File: src/rtl/uart_rx_cfg.sv
// uart_rx_cfg: runtime-configurable UART receiver.
//   Frame format (5..MAX_DATA_BITS data bits, none/even/odd parity, 1 or 2
//   stop bits) and baud divisor are latched at each start edge. Each bit is
//   decided by a 3-sample majority vote around mid-bit. Completed words are
//   presented through a valid/ready holding register with per-word flags.
// Ports:
//   clk, rst                  clock, synchronous active-high reset
//   baud_div                  clocks per oversample tick minus 1
//   cfg_data_bits/parity/stop2 frame format (clamped / 11 = no parity)
//   uart_rx                   asynchronous serial line, idle high
//   rx_data, rx_valid, rx_ready  holding register and handshake
//   rx_parity_err, rx_frame_err, rx_break  flags for the held word
//   rx_overrun                1-clk pulse when a completed word is dropped
//   rx_busy                   receiver not idle
module uart_rx_cfg #(
  parameter int OVERSAMPLE    = 16,
  parameter int MAX_DATA_BITS = 9,
  parameter int DIV_WIDTH     = 16
) (
  input  logic                     clk,
  input  logic                     rst,
  input  logic [DIV_WIDTH-1:0]     baud_div,
  input  logic [3:0]               cfg_data_bits,
  input  logic [1:0]               cfg_parity,
  input  logic                     cfg_stop2,
  input  logic                     uart_rx,
  output logic [MAX_DATA_BITS-1:0] rx_data,
  output logic                     rx_valid,
  input  logic                     rx_ready,
  output logic                     rx_parity_err,
  output logic                     rx_frame_err,
  output logic                     rx_break,
  output logic                     rx_overrun,
  output logic                     rx_busy
);

  localparam int TW = $clog2(OVERSAMPLE);
  localparam logic [TW-1:0] T_S0  = TW'(OVERSAMPLE/2 - 1);
  localparam logic [TW-1:0] T_S1  = TW'(OVERSAMPLE/2);
  localparam logic [TW-1:0] T_DEC = TW'(OVERSAMPLE/2 + 1);
  localparam logic [TW-1:0] T_END = TW'(OVERSAMPLE - 1);

  typedef enum logic [2:0] {IDLE, START, DATA, PARITY, STOP1, STOP2, BRK_WAIT} state_t;

  function automatic logic [3:0] clamp_bits(input logic [3:0] req);
    if (req < 4'd5) return 4'd5;
    else if (req > 4'(MAX_DATA_BITS)) return 4'(MAX_DATA_BITS);
    else return req;
  endfunction

  function automatic logic maj3(input logic a, input logic b, input logic c);
    return (a & b) | (a & c) | (b & c);
  endfunction

  state_t                   state;
  logic                     rx_s1, rxs, rxs_d;
  logic [DIV_WIDTH-1:0]     div_lat, cnt;
  logic [TW-1:0]            t;
  logic                     s0, s1;
  logic [3:0]               nbits_lat, bit_cnt;
  logic                     par_en_lat, par_odd_lat, stop2_lat;
  logic [MAX_DATA_BITS-1:0] shreg;
  logic                     pbit, ferr1;

  logic tick, dec, bit_end, bit_val, par_err, brk_cond;
  logic done, done_fe, done_brk;

  assign rx_busy = (state != IDLE);

  always_comb begin
    tick     = (state != IDLE) && (state != BRK_WAIT) && (cnt == div_lat);
    dec      = tick && (t == T_DEC);
    bit_end  = tick && (t == T_END);
    bit_val  = maj3(s0, s1, rxs);
    par_err  = par_en_lat && ((^shreg ^ pbit) != par_odd_lat);
    // A break is an all-zero frame: data, parity (if present) and stop1.
    brk_cond = !bit_val && (shreg == '0) && !(par_en_lat && pbit);
    done     = 1'b0;
    done_fe  = 1'b0;
    done_brk = 1'b0;
    if (dec && state == STOP1) begin
      if (brk_cond) begin
        done     = 1'b1;
        done_fe  = 1'b1;
        done_brk = 1'b1;
      end else if (!stop2_lat) begin
        done    = 1'b1;
        done_fe = !bit_val;
      end
    end else if (dec && state == STOP2) begin
      done    = 1'b1;
      done_fe = ferr1 || !bit_val;
    end
  end

  always_ff @(posedge clk) begin
    if (rst) begin
      state         <= IDLE;
      rx_s1         <= 1'b1;
      rxs           <= 1'b1;
      rxs_d         <= 1'b1;
      div_lat       <= '0;
      cnt           <= '0;
      t             <= '0;
      s0            <= 1'b1;
      s1            <= 1'b1;
      nbits_lat     <= 4'd8;
      bit_cnt       <= '0;
      par_en_lat    <= 1'b0;
      par_odd_lat   <= 1'b0;
      stop2_lat     <= 1'b0;
      shreg         <= '0;
      pbit          <= 1'b0;
      ferr1         <= 1'b0;
      rx_data       <= '0;
      rx_valid      <= 1'b0;
      rx_parity_err <= 1'b0;
      rx_frame_err  <= 1'b0;
      rx_break      <= 1'b0;
      rx_overrun    <= 1'b0;
    end else begin
      rx_s1      <= uart_rx;
      rxs        <= rx_s1;
      rxs_d      <= rxs;
      rx_overrun <= 1'b0;

      // Prescaler is held at zero while idle so it restarts on the start edge.
      if (state == IDLE || cnt == div_lat) cnt <= '0;
      else cnt <= cnt + DIV_WIDTH'(1);

      if (tick) begin
        if (t == T_S0) s0 <= rxs;
        if (t == T_S1) s1 <= rxs;
        t <= (t == T_END) ? '0 : t + TW'(1);
      end

      case (state)
        IDLE: begin
          t <= '0;
          if (rxs_d && !rxs) begin
            state       <= START;
            div_lat     <= baud_div;
            nbits_lat   <= clamp_bits(cfg_data_bits);
            par_en_lat  <= (cfg_parity == 2'b01) || (cfg_parity == 2'b10);
            par_odd_lat <= (cfg_parity == 2'b10);
            stop2_lat   <= cfg_stop2;
            shreg       <= '0;
            bit_cnt     <= '0;
            pbit        <= 1'b0;
            ferr1       <= 1'b0;
          end
        end
        START: begin
          if (dec && bit_val) state <= IDLE;
          else if (bit_end) state <= DATA;
        end
        DATA: begin
          if (dec) begin
            shreg   <= shreg | (MAX_DATA_BITS'(bit_val) << bit_cnt);
            bit_cnt <= bit_cnt + 4'd1;
          end
          if (bit_end && bit_cnt == nbits_lat) state <= par_en_lat ? PARITY : STOP1;
        end
        PARITY: begin
          if (dec) pbit <= bit_val;
          if (bit_end) state <= STOP1;
        end
        STOP1: begin
          if (done) state <= done_brk ? BRK_WAIT : IDLE;
          else begin
            if (dec) ferr1 <= !bit_val;
            if (bit_end) state <= STOP2;
          end
        end
        STOP2: begin
          if (done) state <= IDLE;
        end
        BRK_WAIT: begin
          if (rxs) state <= IDLE;
        end
        default: state <= IDLE;
      endcase

      // Holding register: a completion may coincide with the consumer's
      // handshake, in which case the new word replaces the old one directly.
      if (done) begin
        if (rx_valid && !rx_ready) begin
          rx_overrun <= 1'b1;
        end else begin
          rx_data       <= shreg;
          rx_parity_err <= par_err;
          rx_frame_err  <= done_fe;
          rx_break      <= done_brk;
          rx_valid      <= 1'b1;
        end
      end else if (rx_valid && rx_ready) begin
        rx_valid <= 1'b0;
      end
    end
  end

endmodule

File: config.mk
export PLATFORM = sky130hd
export DESIGN_NAME = uart_rx_cfg
export DESIGN_NICKNAME = d
export VERILOG_FILES = /design/src/rtl/uart_rx_cfg.sv
export SDC_FILE = /design/constraint.sdc
export NUM_CORES = 1
export LEC_CHECK = 0
export CORE_MARGIN = 5
export CORE_UTILIZATION = 51
export CTS_CLUSTER_DIAMETER = 30
export DETAILED_ROUTE_END_ITERATION = 10
export GPL_TIMING_DRIVEN = 0
export HOLD_SLACK_MARGIN = 0.1
export PLACE_DENSITY = 0.76
export REMOVE_ABC_BUFFERS = 1
export SKIP_LAST_GASP = 1
export SLEW_MARGIN = 10
export SYNTH_ARGS = -nofsm -noshare
export SYNTH_HDL_FRONTEND = slang
export SYNTH_SLANG_ARGS = --single-unit
File: constraint.sdc
create_clock -name clk -period 2.1 [get_ports clk]
set_clock_uncertainty 0.15 [all_clocks]
set_input_delay 0.42 -clock clk [delete_from_list [all_inputs] [get_ports clk]]
set_output_delay 0.42 -clock clk [all_outputs]
set_load 0.05 [all_outputs]
==> results.toml, run 1 <==
[outcome]
status = "finished with violations"
violations = "negative setup slack"

[finish]
area_growth_pct = 28.3
nFillCells = 607
multiInputGateArea_um2 = 2330
seq_area_um2 = 1640
drive_above_1_share_pct = 23.0
diodes = 0
nNetsFinal = 559

[clocking]
cts_root_buffer = "clkbuf_8"
ctsHoldBuffers = 0
clk_path_buf_depth = 2
clkLatencyLatePin_ns = 0.36
cts_tree = "built"
cts-htree-levels = 3
clock-sinks = 80
cts_made_buffers = 9
cts.clk_slew.worst_paths_ns = 0.09

[detailed_routing]
ant_nets = 0
wire_per_inst_um = 15.6
drc_errors = 0
drt_first_pass_iters = 5
drtIter0Drc = 341
drt_wl_total_um = 9750
via_per_inst = 5.63
num_vias = 3518

[grt]
grt_overflow = 0
grt_pass1_wl_um = 15600
grt_antenna_before_repair = 0
grtUsageTotal_pct = 19.9
grt_pass1_vias = 3364
grt_max_degree = 46

[die]
dieArea_um2 = 9380
initial_core_util_pct = 52.8
die_w_um = 96.9
io_pins = 42
die_y_um = 96.9
row_count = 31
core_area_um2 = 7290

[place]
globalplace.congestion = 0.863
hpwl_um = 5980
port_buffers = 41

[synth]
synth-seq-cells = 80
ys_seq_area_share_pct = 41.6
synth_area_um2 = 3850
synthCells = 468
yosysUniqueCellTypes = 52
synth_top_cell_by_area = "dfxtp_1"
synth_flop_cell = "dfxtp_1"
yosys_warnings = 0
synthTopCellsByArea = "dfxtp_1 42%, nand2_1 8.7%, xor2_1 6.8%"
async_flop_share_pct = 0
netlist.area_leader.share_pct = 41.6
synth-edff-count = 0
syn_avg_cell_area_um2 = 8.22

[worst_setup_path]
path_class = "reg2reg"
r2r_start = "state[1]"
cpPeakStageDelay_ns = 0.56
worst-path-buf-inv = 0
rrSetupSlack_ns = -0.15
crit_fanout = 9
end_kind = "flip-flop"
reg2regPathDepth = 6
cp-start-kind = "flip-flop"
crit_family = "simple AND/OR/NAND/NOR gates"
cp.arrival_ns = 2.36
r2r_end = "state[2]"
cp_slowest_cell = "dfxtp_1"
crit_chain = "nor2b_1 > nand2b_1 > o22ai_1 > a2111o_1 > nor2_4 > a221oi_2"
cp.required_ns = 2.22

[sta]
whs_ns = 0.257
fin_crit_sh_pct = 107
setup_viol = 21
slew_violations = 0
rsz0062_at_grt = "true"
fin_crit_ns = 2.25
hold_viol = 0
fin_ws_ns = -0.147
relSlewSlack_pct = 62.6
fmax_mhz = 445
tightestPinTransition_ns = 0.559

[power_and_ir_drop]
power.density_nw_per_um2 = 726
ir_worst_vdd_uv = 432
p_total_mw = 3.58
p_leak_nw = 1.99

[hold_path]
hold_path_class = "reg2reg"
hold-path-cell-count = 1
hold_end = "rxs"
min_from = "rx_s1"

[flow_run]
maxCapViolations = 0
## cell families after synthesis
logic type	share of synthesized area (%)
fa+ha+maj	3.54
mux	1.04
compound gates	12.8
flops	41.6
simple gates	26.9
xor+xnor	9.79
buf+inv	4.32
## repair_timing
item	4_1_cts	5_1_grt
setup buffers	20	4
setup endpoints to repair	76	48
pin swaps	33	16
resized for setup	51	48
cloned	1	0
## worst max path at each step
stage,endpoint,start,depth (start not counted)
floorplan,rx_break,cnt[0],6
global placement,shreg[2],rst,6
detailed placement,rx_break,cnt[2],6
CTS,rx_data[8],shreg[0],8
global route,state[2],state[1],6
finish,state[2],state[1],6
## power breakdown
group          switching (mW)  internal [mW]
logic                   0.577          0.356
clock network           0.570          0.423
registers              0.0865           1.57
total                    1.23           2.35
## Yosys cell counts, types with 2 or more instances
library cell and number:
and2_1 2, xnor2_1 13, nor3_1 15, o31ai_1 2
a31oi_1 2, or3_1 2, and3_1 6, clkbuf_1 20
o21ai_0 11, or2_2 4, and4_1 3, nand2b_1 4
mux2i_1 4, inv_1 18, o21a_1 2, nor4_1 5
nor4_4 3, nand4_1 6, nand2_1 89, nor4_2 2
xor2_1 30, nor2b_1 3, a21oi_1 48, a22o_1 4
nand3_1 17, nor2_1 38, dfxtp_1 80, o211ai_1 2
ha_1 10
## stage by stage
step                setup WS (ns)  TNS [ns]  area [um^2]  util (%)  instances
finish                     -0.147     -2.01         4940      67.7        625
global route               -0.265     -4.86         4940      67.7        625
CTS                        -0.119     -1.97         4750      65.2        621
detailed placement          -1.05    -25.14         4280      58.7        585
global placement            -1.59    -72.59         4280      58.8        585
floorplan                  -0.308     -3.42         3750         -        445
## registers in the layout, indices dropped and copies added (netlist names), 3 cells and up
| name | cells |
|---|---|
| cnt | 16 |
| div_lat | 16 |
| rx_data | 9 |
| shreg | 9 |
| bit_cnt | 4 |
| nbits_lat | 4 |
| t | 4 |
| state | 3 |
## layout by cell type, fill, tap and decap left out, drive strengths merged, types with 3 or more instances in the layout
master         synthesis  routed
dfxtp                 80      80
o31ai                  3       3
nand3                 17      17
clkbuf                20      11
and4                   3       3
inv                   18      19
clkdlybuf4s50          0      28
nor3                  15      15
mux2i                  4       4
xor2                  30      30
ha                    10      10
or2                    4       4
a22o                   4       4
or4                    2       3
a21oi                 48      48
xnor2                 13      13
dlymetal6s2s           0      11
nor2                  39      39
nor4                  10      10
nand4                  7       7
and3                   6       6
nand2b                 4       4
buf                    3      25
o21ai                 11      11
nand2                 90      90
nor2b                  3       3
## final cells by class
cell class / count / area share, %
clock inverter: 5 / 0.684
inverter: 18 / 1.37
sequential: 80 / 33.1
clock buffer: 10 / 2.58
timing repair buffer: 65 / 12.5
multi-input combinational: 348 / 47.2
tap: 99 / 2.51
## metal layers
layer	routed length, um	vias up	track usage [%]
met2	4880	136	33.9
met4	246	0	9.50
li1	-	1692	-
met1	3980	1664	23.4
met5	0	-	0
met3	633	26	4.82
Note: power is estimated with default switching activity, not from simulation.
==> run 2, diff against run 1 <==
Settings changed: CORE_ASPECT_RATIO from default to 0.8.
==> run 2 against run 1 <==
The flow still finishes with violations (negative setup slack). Sequential cell count unchanged. Combinational power grew 19%. Global-route usage up 1.8 points. Sequential share of layout area fell by 0.69 points. First-iteration DRC count fell by 17%. Sequential power barely moved. Critical path depth grew 1. Die area rose by 0.12%. Setup slack worse by 0.18 ns. Fmax shrank 7.4%. Non-clock buffer count rose by 2. Critical endpoint is now ferr1. Highest routed layer unchanged.
==> results.toml, run 2 (same netlist as run 1, synthesis figures left out) <==
[detailed_routing]
drt_first_pass_iters = 5
ant_nets = 0
wire_per_inst_um = 15.9
num_vias = 3575
drt_wl_total_um = 10100
drtIter0Drc = 284
via_per_inst = 5.64
drc_errors = 0

[place]
port_buffers = 41
hpwl_um = 6300
placedCellCount = 591
dpl_cell_area_um2 = 4290
globalplace.congestion = 0.927
preCtsSetupSlack_ns = -1.12

[clocking]
cts_root_buffer = "clkbuf_8"
cts.clk_slew.worst_paths_ns = 0.08
cts_tree = "built"
clk_path_buf_depth = 2
clock-sinks = 80
cts-htree-levels = 3
cts_made_buffers = 9
clkLatencyLatePin_ns = 0.36

[worst_setup_path]
end_kind = "flip-flop"
crit_family = "simple AND/OR/NAND/NOR gates"
rrSetupSlack_ns = -0.33
cp_slowest_cell = "or4_1"
cp.arrival_ns = 2.54
reg2regPathDepth = 7
cp.required_ns = 2.21
crit_fanout = 4
r2r_start = "cnt[6]"
crit_chain = "xor2_2 > nor4_4 > buf_4 > and4_4 > nand2_4 > or4_1 > a21oi_1"
path_class = "reg2reg"
r2r_end = "ferr1"
cp-start-kind = "flip-flop"
cpPeakStageDelay_ns = 0.49
worst-path-buf-inv = 1

[finish]
nNetsFinal = 561
final_cell_mix = "80 x nand2_1, 61 x dfxtp_1, 47 x a21oi_1"
diodes = 0
post-route-util_pct = 67.9
final_common_cell = "nand2_1"
drive_above_1_share_pct = 22.9
area_growth_pct = 30.5
final_cells = 634
top_regs = "cnt x16, div_lat x16"
design_area_um2 = 5020

[flow_run]
maxCapViolations = 0

[die]
die_y_um = 87.7
core_area_um2 = 7390
initial_core_util_pct = 52.1
dieArea_um2 = 9390
io_pins = 42
row_count = 28
die_w_um = 107

[sta]
fin_ws_ns = -0.327
tightestPinTransition_ns = 0.885
fin_crit_ns = 2.43
fin_crit_sh_pct = 116
relSlewSlack_pct = 41.0
hold_viol = 0
slew_violations = 0
fmax_mhz = 412
setup_viol = 29
rsz0062_at_grt = "true"

[outcome]
status = "finished with violations"
violations = "negative setup slack"

[hold_path]
hold_end = "rxs"
hold-path-cell-count = 1
hold_path_class = "reg2reg"
min_from = "rx_s1"

[power_and_ir_drop]
p_int_mw = 2.58
clkPwrFrac_pct = 28.9
ir_worst_vdd_uv = 404
p_switching_mw = 1.32
power_frac_comb_pct = 28.6
sw_frac_of_total_pct = 33.8
p_leak_nw = 2.01
power.density_nw_per_um2 = 776
seqPwrFrac_pct = 42.5
p_total_mw = 3.90

[grt]
grt_pass1_wl_um = 16100
grt_antenna_before_repair = 0
grt_pass1_vias = 3338
grtUsageTotal_pct = 21.7
grt_max_degree = 46
grt_overflow = 0
[run 2: cell count changes in the layout (fill, tap and decap cells not counted), moves of 3 or more]
| cell | delta |
|---|---|
| dfxtp_1 | +3 |
| ha_4 | -4 |
| inv_2 | -4 |
| inv_1 | +4 |
| nand2_2 | +3 |
| nand2_1 | -3 |
| ha_1 | +3 |
[run 2: repair_timing]
item | 4_1_cts | 5_1_grt
endpoints found under the setup margin | 76 | 64
hold buffers | 0 | 0
pin swaps | 16 | 32
setup buffers | 17 | 9
cloned | 1 | 0
resized for setup | 46 | 49
[run 2: how the worst max path moves through the flow]
stage / start / to / slack (ns) / depth (start not counted)
after floorplan: cnt[0] / rx_break / -0.31 / 6
after global placement: rst / shreg[2] / -1.58 / 6
after detailed placement: cnt[0] / rx_break / -1.12 / 6
after CTS: shreg[7] / state[0] / -0.18 / 8
after global routing: cnt[6] / ferr1 / -0.39 / 7
final: cnt[6] / ferr1 / -0.33 / 7
[run 2: final cells by class]
type,instances,area (um^2)
well taps,105,131
repair buffers,67,654
fillers,564,2370
clock inverters,6,67.6
clock buffers,10,128
multi-input cells,348,2340
inverters,18,67.6
flip-flops and latches,80,1630
[run 2: power by group through the flow]
stage          Sequential [mW]  Clock, mW  Combinational [mW]
2_1_floorplan             1.66          0               0.485
3_3_place_gp              1.68          0               0.679
3_5_place_dp              1.68          0               0.689
4_1_cts                   1.65       1.15               0.944
5_1_grt                   1.67       1.22                1.18
6_report                  1.66       1.13                1.11
[run 2: per-layer routing]
layer | track usage, % | share of wire (%) | vias to the layer above
li1 | - | - | 1706
met1 | 27.8 | 43 | 1682
met2 | 35.2 | 47 | 158
met3 | 6.41 | 7.8 | 29
met4 | 7.43 | 2.2 | 0
met5 | 0 | 0 | -
[run 2: stage by stage]
stage,hold WS (ns),TNS (ns)
2_1_floorplan,0.239,-3.42
3_3_place_gp,0.248,-75.08
3_5_place_dp,0.253,-27.52
4_1_cts,0.268,-3.58
5_1_grt,0.299,-6.13
6_report,0.265,-3.48
==> run 3, diff against run 2 <==
Settings changed: CTS_CLUSTER_DIAMETER 30 to 40.
==> results of run 3 <==
The final DEF is identical to that of run 2; final timing and power are the same.
